File: src/rtl/mips_pkg.sv
// Shared encodings for the multicycle MIPS control path: opcodes, functs,
// ALU operation codes, controller states and datapath mux selects.
package mips_pkg;

  localparam logic [5:0] OP_RTYPE = 6'b000000;
  localparam logic [5:0] OP_LW    = 6'b100011;
  localparam logic [5:0] OP_SW    = 6'b101011;
  localparam logic [5:0] OP_BEQ   = 6'b000100;
  localparam logic [5:0] OP_J     = 6'b000010;
  localparam logic [5:0] OP_ADDI  = 6'b001000;
  localparam logic [5:0] OP_ANDI  = 6'b001100;
  localparam logic [5:0] OP_ORI   = 6'b001101;
  localparam logic [5:0] OP_SLTI  = 6'b001010;

  localparam logic [5:0] FN_ADD = 6'b100000;
  localparam logic [5:0] FN_SUB = 6'b100010;
  localparam logic [5:0] FN_AND = 6'b100100;
  localparam logic [5:0] FN_OR  = 6'b100101;
  localparam logic [5:0] FN_SLT = 6'b101010;

  localparam logic [3:0] ALU_AND = 4'd0;
  localparam logic [3:0] ALU_OR  = 4'd1;
  localparam logic [3:0] ALU_ADD = 4'd2;
  localparam logic [3:0] ALU_SUB = 4'd3;
  localparam logic [3:0] ALU_SLT = 4'd4;

  localparam logic [1:0] SRCB_B       = 2'd0;
  localparam logic [1:0] SRCB_FOUR    = 2'd1;
  localparam logic [1:0] SRCB_IMM     = 2'd2;
  localparam logic [1:0] SRCB_IMM_SH2 = 2'd3;

  localparam logic [1:0] PCSRC_ALU    = 2'd0;
  localparam logic [1:0] PCSRC_ALUOUT = 2'd1;
  localparam logic [1:0] PCSRC_JUMP   = 2'd2;

  typedef enum logic [3:0] {
    S_FETCH  = 4'd0,
    S_DECODE = 4'd1,
    S_EXEC   = 4'd2,
    S_ALUWB  = 4'd3,
    S_MEMADR = 4'd4,
    S_MEMRD  = 4'd5,
    S_MEMWB  = 4'd6,
    S_MEMWR  = 4'd7,
    S_BRANCH = 4'd8,
    S_JUMP   = 4'd9,
    S_IMMEX  = 4'd10,
    S_IMMWB  = 4'd11
  } state_e;

  // ALU operation for the immediate-form opcodes; ADD for anything else
  function automatic logic [3:0] imm_alu_op(input logic [5:0] op);
    logic [3:0] code;
    case (op)
      OP_ADDI: code = ALU_ADD;
      OP_ANDI: code = ALU_AND;
      OP_ORI:  code = ALU_OR;
      OP_SLTI: code = ALU_SLT;
      default: code = ALU_ADD;
    endcase
    return code;
  endfunction

endpackage

File: src/rtl/mips_mc_control_if.sv
// Controller <-> datapath bundle: instruction fields and status in,
// mux selects, enables and the ALU operation code out.
interface mips_mc_control_if #(
  parameter int ALUOP_W = 4,
  parameter int STATE_W = 4
);
  logic [5:0]         opcode;
  logic [5:0]         funct;
  logic               zero;
  logic               mem_ready;
  logic               pc_en;
  logic               i_or_d;
  logic               mem_read;
  logic               mem_write;
  logic               ir_write;
  logic               reg_dst;
  logic               mem_to_reg;
  logic               reg_write;
  logic               alu_src_a;
  logic [1:0]         alu_src_b;
  logic [1:0]         pc_source;
  logic [ALUOP_W-1:0] alu_op;
  logic               illegal_op;
  logic [STATE_W-1:0] dbg_state;

  modport master (
    input  opcode, funct, zero, mem_ready,
    output pc_en, i_or_d, mem_read, mem_write, ir_write, reg_dst, mem_to_reg,
           reg_write, alu_src_a, alu_src_b, pc_source, alu_op, illegal_op, dbg_state
  );

  modport slave (
    output opcode, funct, zero, mem_ready,
    input  pc_en, i_or_d, mem_read, mem_write, ir_write, reg_dst, mem_to_reg,
           reg_write, alu_src_a, alu_src_b, pc_source, alu_op, illegal_op, dbg_state
  );
endinterface

File: src/rtl/mips_alu_decode.sv
// R-type funct field to ALU operation code, with a valid flag for
// functs the core does not implement.
module mips_alu_decode
  import mips_pkg::*;
#(
  parameter int ALUOP_W = 4
) (
  input  logic [5:0]         funct,
  output logic [ALUOP_W-1:0] alu_op,
  output logic               valid
);

  always_comb begin
    alu_op = ALUOP_W'(ALU_ADD);
    valid  = 1'b1;
    case (funct)
      FN_ADD: alu_op = ALUOP_W'(ALU_ADD);
      FN_SUB: alu_op = ALUOP_W'(ALU_SUB);
      FN_AND: alu_op = ALUOP_W'(ALU_AND);
      FN_OR:  alu_op = ALUOP_W'(ALU_OR);
      FN_SLT: alu_op = ALUOP_W'(ALU_SLT);
      default: begin
        alu_op = ALUOP_W'(ALU_ADD);
        valid  = 1'b0;
      end
    endcase
  end

endmodule

File: src/rtl/mips_mc_control.sv
// Main control FSM of the multicycle MIPS core (FETCH/DECODE/EXEC/MEM/WB).
// Define MC_CTRL_IMM_EN to add the addi/andi/ori/slti IMMEX/IMMWB path.
module mips_mc_control
  import mips_pkg::*;
#(
  parameter int ALUOP_W = 4,
  parameter int STATE_W = 4
) (
  input  logic              clk,
  input  logic              reset,
  mips_mc_control_if.master bus
);

  state_e             state_q, state_d;
  logic               illegal_q, illegal_d;
  logic [ALUOP_W-1:0] fn_alu_op_s;
  logic               fn_valid_s;

  logic               pc_write_s, pc_write_cond_s;
  logic               i_or_d_s, mem_read_s, mem_write_s, ir_write_s;
  logic               reg_dst_s, mem_to_reg_s, reg_write_s, alu_src_a_s;
  logic [1:0]         alu_src_b_s, pc_source_s;
  logic [ALUOP_W-1:0] alu_op_s;

  mips_alu_decode #(.ALUOP_W(ALUOP_W)) u_alu_decode (
    .funct  (bus.funct),
    .alu_op (fn_alu_op_s),
    .valid  (fn_valid_s)
  );

  // Next-state and illegal-instruction detection
  always_comb begin
    state_d   = S_FETCH;
    illegal_d = 1'b0;
    case (state_q)
      S_FETCH: begin
        if (bus.mem_ready) state_d = S_DECODE;
        else               state_d = S_FETCH;
      end
      S_DECODE: begin
        case (bus.opcode)
          OP_RTYPE:     state_d = S_EXEC;
          OP_LW, OP_SW: state_d = S_MEMADR;
          OP_BEQ:       state_d = S_BRANCH;
          OP_J:         state_d = S_JUMP;
`ifdef MC_CTRL_IMM_EN
          OP_ADDI, OP_ANDI, OP_ORI, OP_SLTI: state_d = S_IMMEX;
`endif
          default: begin
            state_d   = S_FETCH;
            illegal_d = 1'b1;
          end
        endcase
      end
      S_EXEC: begin
        if (fn_valid_s) begin
          state_d = S_ALUWB;
        end else begin
          state_d   = S_FETCH;
          illegal_d = 1'b1;
        end
      end
      S_ALUWB:  state_d = S_FETCH;
      // IR is stable for the whole instruction, so opcode still selects lw/sw here
      S_MEMADR: begin
        if (bus.opcode == OP_SW) state_d = S_MEMWR;
        else                     state_d = S_MEMRD;
      end
      S_MEMRD: begin
        if (bus.mem_ready) state_d = S_MEMWB;
        else               state_d = S_MEMRD;
      end
      S_MEMWB:  state_d = S_FETCH;
      S_MEMWR: begin
        if (bus.mem_ready) state_d = S_FETCH;
        else               state_d = S_MEMWR;
      end
      S_BRANCH: state_d = S_FETCH;
      S_JUMP:   state_d = S_FETCH;
`ifdef MC_CTRL_IMM_EN
      S_IMMEX:  state_d = S_IMMWB;
      S_IMMWB:  state_d = S_FETCH;
`endif
      default:  state_d = S_FETCH;
    endcase
  end

  // State register and the illegal_op pulse flop
  always_ff @(posedge clk or posedge reset) begin
    if (reset) begin
      state_q   <= S_FETCH;
      illegal_q <= 1'b0;
    end else begin
      state_q   <= state_d;
      illegal_q <= illegal_d;
    end
  end

  // Moore output decode; FETCH qualifies ir_write/pc_write with the memory handshake
  always_comb begin
    pc_write_s      = 1'b0;
    pc_write_cond_s = 1'b0;
    i_or_d_s        = 1'b0;
    mem_read_s      = 1'b0;
    mem_write_s     = 1'b0;
    ir_write_s      = 1'b0;
    reg_dst_s       = 1'b0;
    mem_to_reg_s    = 1'b0;
    reg_write_s     = 1'b0;
    alu_src_a_s     = 1'b0;
    alu_src_b_s     = SRCB_B;
    pc_source_s     = PCSRC_ALU;
    alu_op_s        = ALUOP_W'(ALU_AND);
    case (state_q)
      S_FETCH: begin
        mem_read_s  = 1'b1;
        alu_src_b_s = SRCB_FOUR;
        alu_op_s    = ALUOP_W'(ALU_ADD);
        pc_source_s = PCSRC_ALU;
        if (bus.mem_ready) begin
          ir_write_s = 1'b1;
          pc_write_s = 1'b1;
        end else begin
          ir_write_s = 1'b0;
          pc_write_s = 1'b0;
        end
      end
      S_DECODE: begin
        alu_src_b_s = SRCB_IMM_SH2;
        alu_op_s    = ALUOP_W'(ALU_ADD);
      end
      S_EXEC: begin
        alu_src_a_s = 1'b1;
        alu_src_b_s = SRCB_B;
        alu_op_s    = fn_alu_op_s;
      end
      S_ALUWB: begin
        reg_dst_s   = 1'b1;
        reg_write_s = 1'b1;
      end
      S_MEMADR: begin
        alu_src_a_s = 1'b1;
        alu_src_b_s = SRCB_IMM;
        alu_op_s    = ALUOP_W'(ALU_ADD);
      end
      S_MEMRD: begin
        mem_read_s = 1'b1;
        i_or_d_s   = 1'b1;
      end
      S_MEMWB: begin
        mem_to_reg_s = 1'b1;
        reg_write_s  = 1'b1;
      end
      S_MEMWR: begin
        mem_write_s = 1'b1;
        i_or_d_s    = 1'b1;
      end
      S_BRANCH: begin
        alu_src_a_s     = 1'b1;
        alu_src_b_s     = SRCB_B;
        alu_op_s        = ALUOP_W'(ALU_SUB);
        pc_source_s     = PCSRC_ALUOUT;
        pc_write_cond_s = 1'b1;
      end
      S_JUMP: begin
        pc_source_s = PCSRC_JUMP;
        pc_write_s  = 1'b1;
      end
`ifdef MC_CTRL_IMM_EN
      S_IMMEX: begin
        alu_src_a_s = 1'b1;
        alu_src_b_s = SRCB_IMM;
        alu_op_s    = ALUOP_W'(imm_alu_op(bus.opcode));
      end
      S_IMMWB: begin
        reg_write_s = 1'b1;
      end
`endif
      default: begin
        alu_op_s = ALUOP_W'(ALU_AND);
      end
    endcase
  end

  assign bus.pc_en      = pc_write_s | (pc_write_cond_s & bus.zero);
  assign bus.i_or_d     = i_or_d_s;
  assign bus.mem_read   = mem_read_s;
  assign bus.mem_write  = mem_write_s;
  assign bus.ir_write   = ir_write_s;
  assign bus.reg_dst    = reg_dst_s;
  assign bus.mem_to_reg = mem_to_reg_s;
  assign bus.reg_write  = reg_write_s;
  assign bus.alu_src_a  = alu_src_a_s;
  assign bus.alu_src_b  = alu_src_b_s;
  assign bus.pc_source  = pc_source_s;
  assign bus.alu_op     = alu_op_s;
  assign bus.illegal_op = illegal_q;
  assign bus.dbg_state  = STATE_W'(state_q);

endmodule
File: src/flat_wrapper.sv
// flat-port wrapper written by rule: the top's interface ports become plain ports
module mips_mc_control_flat import mips_pkg::*;
#(
  parameter int ALUOP_W = 4,
  parameter int STATE_W = 4
)
  (clk, reset, bus_opcode, bus_funct, bus_zero, bus_mem_ready, bus_pc_en, bus_i_or_d, bus_mem_read, bus_mem_write, bus_ir_write, bus_reg_dst, bus_mem_to_reg, bus_reg_write, bus_alu_src_a, bus_alu_src_b, bus_pc_source, bus_alu_op, bus_illegal_op, bus_dbg_state);
  mips_mc_control_if #(.ALUOP_W(ALUOP_W), .STATE_W(STATE_W)) bus_i ();
  input  logic clk;
  input  logic reset;
  input wire logic [$bits(bus_i.opcode)-1:0] bus_opcode;
  input wire logic [$bits(bus_i.funct)-1:0] bus_funct;
  input wire logic [$bits(bus_i.zero)-1:0] bus_zero;
  input wire logic [$bits(bus_i.mem_ready)-1:0] bus_mem_ready;
  output wire logic [$bits(bus_i.pc_en)-1:0] bus_pc_en;
  output wire logic [$bits(bus_i.i_or_d)-1:0] bus_i_or_d;
  output wire logic [$bits(bus_i.mem_read)-1:0] bus_mem_read;
  output wire logic [$bits(bus_i.mem_write)-1:0] bus_mem_write;
  output wire logic [$bits(bus_i.ir_write)-1:0] bus_ir_write;
  output wire logic [$bits(bus_i.reg_dst)-1:0] bus_reg_dst;
  output wire logic [$bits(bus_i.mem_to_reg)-1:0] bus_mem_to_reg;
  output wire logic [$bits(bus_i.reg_write)-1:0] bus_reg_write;
  output wire logic [$bits(bus_i.alu_src_a)-1:0] bus_alu_src_a;
  output wire logic [$bits(bus_i.alu_src_b)-1:0] bus_alu_src_b;
  output wire logic [$bits(bus_i.pc_source)-1:0] bus_pc_source;
  output wire logic [$bits(bus_i.alu_op)-1:0] bus_alu_op;
  output wire logic [$bits(bus_i.illegal_op)-1:0] bus_illegal_op;
  output wire logic [$bits(bus_i.dbg_state)-1:0] bus_dbg_state;
  assign bus_i.opcode = bus_opcode;
  assign bus_i.funct = bus_funct;
  assign bus_i.zero = bus_zero;
  assign bus_i.mem_ready = bus_mem_ready;
  assign bus_pc_en = bus_i.pc_en;
  assign bus_i_or_d = bus_i.i_or_d;
  assign bus_mem_read = bus_i.mem_read;
  assign bus_mem_write = bus_i.mem_write;
  assign bus_ir_write = bus_i.ir_write;
  assign bus_reg_dst = bus_i.reg_dst;
  assign bus_mem_to_reg = bus_i.mem_to_reg;
  assign bus_reg_write = bus_i.reg_write;
  assign bus_alu_src_a = bus_i.alu_src_a;
  assign bus_alu_src_b = bus_i.alu_src_b;
  assign bus_pc_source = bus_i.pc_source;
  assign bus_alu_op = bus_i.alu_op;
  assign bus_illegal_op = bus_i.illegal_op;
  assign bus_dbg_state = bus_i.dbg_state;
  mips_mc_control #(.ALUOP_W(ALUOP_W), .STATE_W(STATE_W)) u_core (.clk(clk), .reset(reset), .bus(bus_i));
endmodule
File: config.mk
export PLATFORM = sky130hd
export DESIGN_NAME = mips_mc_control_flat
export DESIGN_NICKNAME = d
export VERILOG_FILES = /design/src/rtl/mips_pkg.sv /design/src/rtl/mips_mc_control_if.sv /design/src/rtl/mips_alu_decode.sv /design/src/rtl/mips_mc_control.sv /design/src/flat_wrapper.sv
export SDC_FILE = /design/constraint.sdc
export NUM_CORES = 1
export LEC_CHECK = 0
export BUFFER_PORTS_ARGS = -buffer_cell sky130_fd_sc_hd__buf_2
export CAP_MARGIN = 20
export CELL_PAD_IN_SITES_DETAIL_PLACEMENT = 1
export CELL_PAD_IN_SITES_GLOBAL_PLACEMENT = 1
export CORE_MARGIN = 2
export CORE_UTILIZATION = 29
export DETAILED_ROUTE_END_ITERATION = 8
export PLACE_DENSITY_LB_ADDON = 0.1
export SETUP_SLACK_MARGIN = 0.1
export SLEW_MARGIN = 20
export SYNTH_ARGS = -nofsm -noshare
export SYNTH_HDL_FRONTEND = slang
export SYNTH_SLANG_ARGS = --single-unit
File: constraint.sdc
create_clock -name clk -period 2.6 [get_ports clk]
set_input_delay 0.26 -clock clk [delete_from_list [all_inputs] [get_ports clk]]
set_output_delay 0.26 -clock clk [all_outputs]
set_load 0.01 [all_outputs]
==> results of run 1 <==
==> power by group <==
group          internal, W  switching, W   total, W
sequential       0.0000994     0.0000257   0.000125
combinational     0.000164      0.000207   0.000371
clock            0.0000581     0.0000324  0.0000905
total             0.000321      0.000265   0.000586
==> cells in the mapped netlist, types with 3 or more instances <==
master / instances / area (µm²)
a21oi_1: 7 / 35.0
and3_1: 5 / 31.3
clkbuf_1: 4 / 15.0
dfrtp_1: 5 / 125
nand2_1: 3 / 11.3
nand2b_1: 7 / 43.8
nor2_1: 9 / 33.8
nor2b_1: 6 / 37.5
nor3_1: 5 / 25.0
nor4_1: 3 / 18.8
o21ai_0: 3 / 15.0
==> worst reg2reg max path: cells and delay by family (launching register included) <==
family	cells	cell delay, ps
DFF	1	520
and+or+nand+nor	2	1090
AOI/OAI and AO/OA	2	180
==> per-layer routing <==
| layer | part of all wire (%) | up-vias | GRT usage [%] | wire length (µm) |
|---|---|---|---|---|
| li1 | - | 371 | - | - |
| met1 | 45 | 336 | 20.1 | 827 |
| met2 | 49 | 22 | 29.7 | 885 |
| met3 | 5.2 | 2 | 1.84 | 94 |
| met4 | 0.77 | 0 | 8.57 | 14 |
| met5 | 0 | - | 0 | 0 |
==> timing repair <==
action,in CTS,in global routing
resized for setup,0,0
endpoints found under the hold margin,5,0
hold buffers,1,0
==> state kept, by name, summed over array words and instances, names as in the netlist <==
register and count:
u_core.bus.illegal_op 1, u_core.bus.dbg_state 4
==> through the flow <==
stage / setup slack, ps / total power [W] / std cells / hold WS (ps)
floorplan: 745 / 0.000360 / 84 / 38.5
global placement: 637 / 0.000497 / 143 / 167
detailed placement: 606 / 0.000501 / 143 / 168
CTS: 335 / 0.000598 / 148 / 252
global route: 235 / 0.000651 / 148 / 270
finish: 347 / 0.000586 / 148 / 260
==> how the worst max path moves through the flow <==
stage	start	to	slack, ps	depth (start not counted)
global route	u_core.bus.dbg_state[3]	bus_alu_op[0]	240	4
floorplan	u_core.bus.dbg_state[0]	bus_alu_op[0]	740	3
CTS	u_core.bus.dbg_state[3]	bus_alu_op[0]	330	4
finish	u_core.bus.dbg_state[3]	bus_alu_op[0]	350	4
global placement	u_core.bus.dbg_state[3]	bus_alu_op[0]	640	4
detailed placement	u_core.bus.dbg_state[3]	bus_alu_op[0]	610	4
==> layout make-up <==
cell class              instances  area share, %
repair buffers                 39           24.8
flip-flops and latches          5           15.2
multi-input cells              71           51.8
inverters                       2          0.909
clock buffers                   4           3.18
well taps                      27           4.09
==> kinds of logic (layout without fill, tap and decap cells) <==
family,Yosys count,in the layout,synth area share (%)
compound gates,17,17,17.6
xor+xnor,3,3,4.45
buf+inv,8,45,6.35
flops,5,5,21.2
mux,1,1,1.91
other cells,1,1,0.635
simple gates,49,49,47.9
==> flow_summary.toml, run 1 <==
[placement]
post_dp_cell_area_um2 = 790
dp_hpwl_um = 1440
gp_congestion = 0.767
io_buffer_count = 36

[route]
initialDrtViolationCount = 10
drc = 0
vias = 731
via_per_inst = 4.94
ant_nets = 0
drt-total-wl_um = 1820
wl_per_cell_um = 12.3
firstDrtPassIters = 4

[cts]
post_cts_buffers = 0
path_clk_slew_ps = 40
clock_latency_ps = 240
tritoncts = "yes"
htree_levels = 1
clockBufferDepth = 2
cts.sinks = 5
numCtsBuffers = 3
clockRootBuffer = "clkbuf_4"

[synthesis]
seq_area_frac_synth_pct = 21.2
syn_inst = 84
ys_warn_count = 0
synth.distinct_cells = 30
ys_seq_elements = 5
ys.flop_type = "dfrtp_1"
syn_area_um2 = 591
synth_edf_count = 0
syn-num-nets = 100
async_flop_share_pct = 100
syn_area_per_cell_um2 = 7.03

[timing]
tightestPinTransition_ps = 494
finalSetupViolations = 0
fmax_ghz = 0.444
fin_skew_ps = 3.14
fin_crit_sh_pct = 86.6
fin_setup_tns_ps = 0
slew_violations = 0
hold_viol_final = 0
slew_headroom_pct = 66.8
period_needed_ps = 2250
rsz0062_at_grt = "false"

[final_layout]
fin_area_um2 = 826
fill_cells = 275
multi_input_area_um2 = 428
fin_nets = 138
final_common_cell = "buf_2"
insertedDiodeCount = 0
final_cell_mix = "buf_2, nor2_1, nand2b_1, a21oi_1, nor2b_1"
seq_area_um2 = 125
utilization_pct = 42.5
area_delta_synth_final_pct = 39.8
drive_gt1_share_pct = 36.4

[setup_path]
critical-path-top-delay-family = "simple AND/OR/NAND/NOR gates"
critPathCaptureType = "primary output"
slowest_delay_ps = 600
ff2ff_path_depth = 4
cp-start-kind = "flip-flop"
worstPathArrival_ps = 1990
r2r_slack_ps = 720
rr_endpoint = "u_core.bus.dbg_state[1]"
crit_chain = "or4b_4 -> or3_1 -> o21bai_1 -> buf_2"
cp_max_fo = 15
critical_path_class = "reg2out"
critPathRequiredTime_ps = 2340
path_buf_inv = 1
r2r_start = "u_core.bus.dbg_state[3]"
slowest_stage = "or4b_4"

[global_routing]
grt_max_degree = 19
track_usage_pct = 16.9
grt_pass1_wl_um = 3220
overflow = 0
grt_pass1_vias = 716
antenna_found_initial = 0

[floorplanning]
start_util_pct = 30.4
row_count = 16
die-area_um2 = 2410
core_area_um2 = 1940
die_w_um = 49.1
die_h_um = 49.1
ioPinCount = 38

[min_path]
whs_endpoint = "u_core.bus.dbg_state[1]"
hold_depth = 2
min-delay-start = "bus_opcode[2]"
hp-class = "in2reg"

[run_status]
status = "completed"

[power_and_ir_drop]
power.leakage_nw = 0.416
p_per_area_nw_per_um2 = 710
vdd_drop_max_mv = 0.265

[job]
drv_cap = 0
No activity file was read; power rests on OpenSTA's default activity.
==> run 2, diff against run 1 <==
--- a/config.mk
+++ b/config.mk
@@ -12,7 +12,7 @@
 export CORE_MARGIN = 2
 export CORE_UTILIZATION = 29
 export DETAILED_ROUTE_END_ITERATION = 8
-export PLACE_DENSITY_LB_ADDON = 0.1
+export PLACE_DENSITY = 0.86
 export SETUP_SLACK_MARGIN = 0.1
 export SLEW_MARGIN = 20
 export SYNTH_ARGS = -nofsm -noshare
==> run 2 against run 1 <==
Sequential power about the same. Wire length increased by 8.7%. Sequential share of layout area unchanged. Critical endpoint unchanged. Largest cell class unchanged. Largest power group unchanged.
==> flow_summary.toml, run 2 (same netlist as run 1, synthesis figures left out) <==
[global_routing]
overflow = 0
track_usage_pct = 18.3
grt_max_degree = 19
grt_pass1_wl_um = 3400
antenna_found_initial = 0
grt_pass1_vias = 772

[final_layout]
final_common_cell = "buf_2"
final_cell_mix = "buf_2, nor2_1, nand2b_1, a21oi_1, nor2b_1"
insertedDiodeCount = 0
fill_cells = 284
area_delta_synth_final_pct = 39.8
fin_nets = 138
stdcell_count = 148
drive_gt1_share_pct = 36.4
fin_area_um2 = 826
largest_reg_flops = 4

[power_and_ir_drop]
seqPwrFrac_pct = 21.5
power.leakage_nw = 0.416
p_sw_w = 0.000275
switching_share_pct = 46.1
comb_power_share_pct = 63.0
total_power_w = 0.000596
p_per_area_nw_per_um2 = 722
pwr-share-clk_pct = 15.5
vdd_drop_max_mv = 0.290
p_int_w = 0.000321

[route]
initialDrtViolationCount = 7
drc = 0
drt-total-wl_um = 1980
via_per_inst = 5.08
wl_per_cell_um = 13.4
firstDrtPassIters = 4
ant_nets = 0
vias = 752

[cts]
cts.sinks = 5
path_clk_slew_ps = 50
numCtsBuffers = 3
clockRootBuffer = "clkbuf_4"
post_cts_buffers = 0
htree_levels = 1
clock_latency_ps = 250
tritoncts = "yes"
clockBufferDepth = 2

[timing]
slew_violations = 0
hold_viol_final = 0
fmax_ghz = 0.442
fin_setup_tns_ps = 0
rsz0062_at_grt = "false"
period_needed_ps = 2260
fin_crit_sh_pct = 87.0
holdWs_ps = 253
fin_skew_ps = 6.08
finalSetupViolations = 0

[setup_path]
critical_path_class = "reg2out"
slowest_stage = "or4b_4"
r2r_start = "u_core.bus.dbg_state[3]"
cp_max_fo = 15
slowest_delay_ps = 590
rr_endpoint = "u_core.bus.dbg_state[1]"
critPathCaptureType = "primary output"
ff2ff_path_depth = 4
worstPathArrival_ps = 2000
cp-start-kind = "flip-flop"
r2r_slack_ps = 810
crit_chain = "or4b_4 -> or3_1 -> o21bai_1 -> buf_2"
critPathRequiredTime_ps = 2340

[floorplanning]
die_w_um = 49.1
row_count = 16
start_util_pct = 30.4
die-area_um2 = 2410
ioPinCount = 38
core_area_um2 = 1940
die_h_um = 49.1

[placement]
placedCellCount = 143
io_buffer_count = 36
dp_hpwl_um = 1620
gp_congestion = 0.821
post_dp_cell_area_um2 = 790

[min_path]
min-delay-start = "bus_opcode[2]"
hp-class = "in2reg"
whs_endpoint = "u_core.bus.dbg_state[1]"
hold_depth = 2

[run_status]
status = "completed"

[job]
drv_cap = 0
==> run 2: cell counts in the layout (fill, tap and decap cells not counted) <==
Identical to the previous run, type by type.
==> run 2: final cells by class <==
| cell class | instances | area, µm² | share of cell area [%] |
|---|---|---|---|
| multi-input cells | 71 | 428 | 51.8 |
| repair buffers | 39 | 205 | 24.8 |
| well taps | 27 | 33.8 | 4.09 |
| clock buffers | 4 | 26.3 | 3.18 |
| flip-flops and latches | 5 | 125 | 15.2 |
| inverters | 2 | 7.51 | 0.909 |
==> run 2: stage by stage <==
step	util, %	worst slack [ps]
after detailed placement	40.7	594
after CTS	42.5	324
after global placement	40.7	658
after global routing	42.5	251
final	42.5	338
after floorplan	-	745
==> run 2: how the worst max path moves through the flow <==
stage | slack [ps] | end | startpoint | depth (start not counted)
floorplan | 740 | bus_alu_op[0] | u_core.bus.dbg_state[0] | 3
global placement | 660 | bus_alu_op[0] | u_core.bus.dbg_state[3] | 4
detailed placement | 590 | bus_alu_op[0] | u_core.bus.dbg_state[3] | 4
CTS | 320 | bus_alu_op[0] | u_core.bus.dbg_state[3] | 4
global route | 250 | bus_alu_op[0] | u_core.bus.dbg_state[3] | 4
finish | 340 | bus_alu_op[0] | u_core.bus.dbg_state[3] | 4
==> run 2: per-layer routing <==
metal	routed length, µm	vias up	global-route usage [%]
met5	0	-	0
met4	28	0	6.19
met3	131	2	6.75
met2	1030	24	32.4
met1	791	355	19.9
li1	-	371	-
==> run 2: critical path, delay by kind of cell (launching register included) <==
kind | cells | cell delay, ps
AND/OR/NAND/NOR | 2 | 950
buffers and inverters | 1 | 140
flip-flops | 1 | 510
AO/OA/AOI/OAI | 1 | 150
==> run 2: what timing repair did <==
item | 4_1_cts | 5_1_grt
setup endpoints to repair | 0 | 0
hold endpoints to repair | 5 | 0
resized for setup | 0 | 0
hold buffers | 1 | 0
==> run 2: power groups by stage <==
stage                     combinational [W]  sequential [W]  clock (W)
after floorplan                    0.000231        0.000129          0
after global placement             0.000367        0.000125          0
after detailed placement           0.000377        0.000129          0
after CTS                          0.000380        0.000128  0.0000946
after global routing               0.000426        0.000133   0.000101
final                              0.000376        0.000128  0.0000922
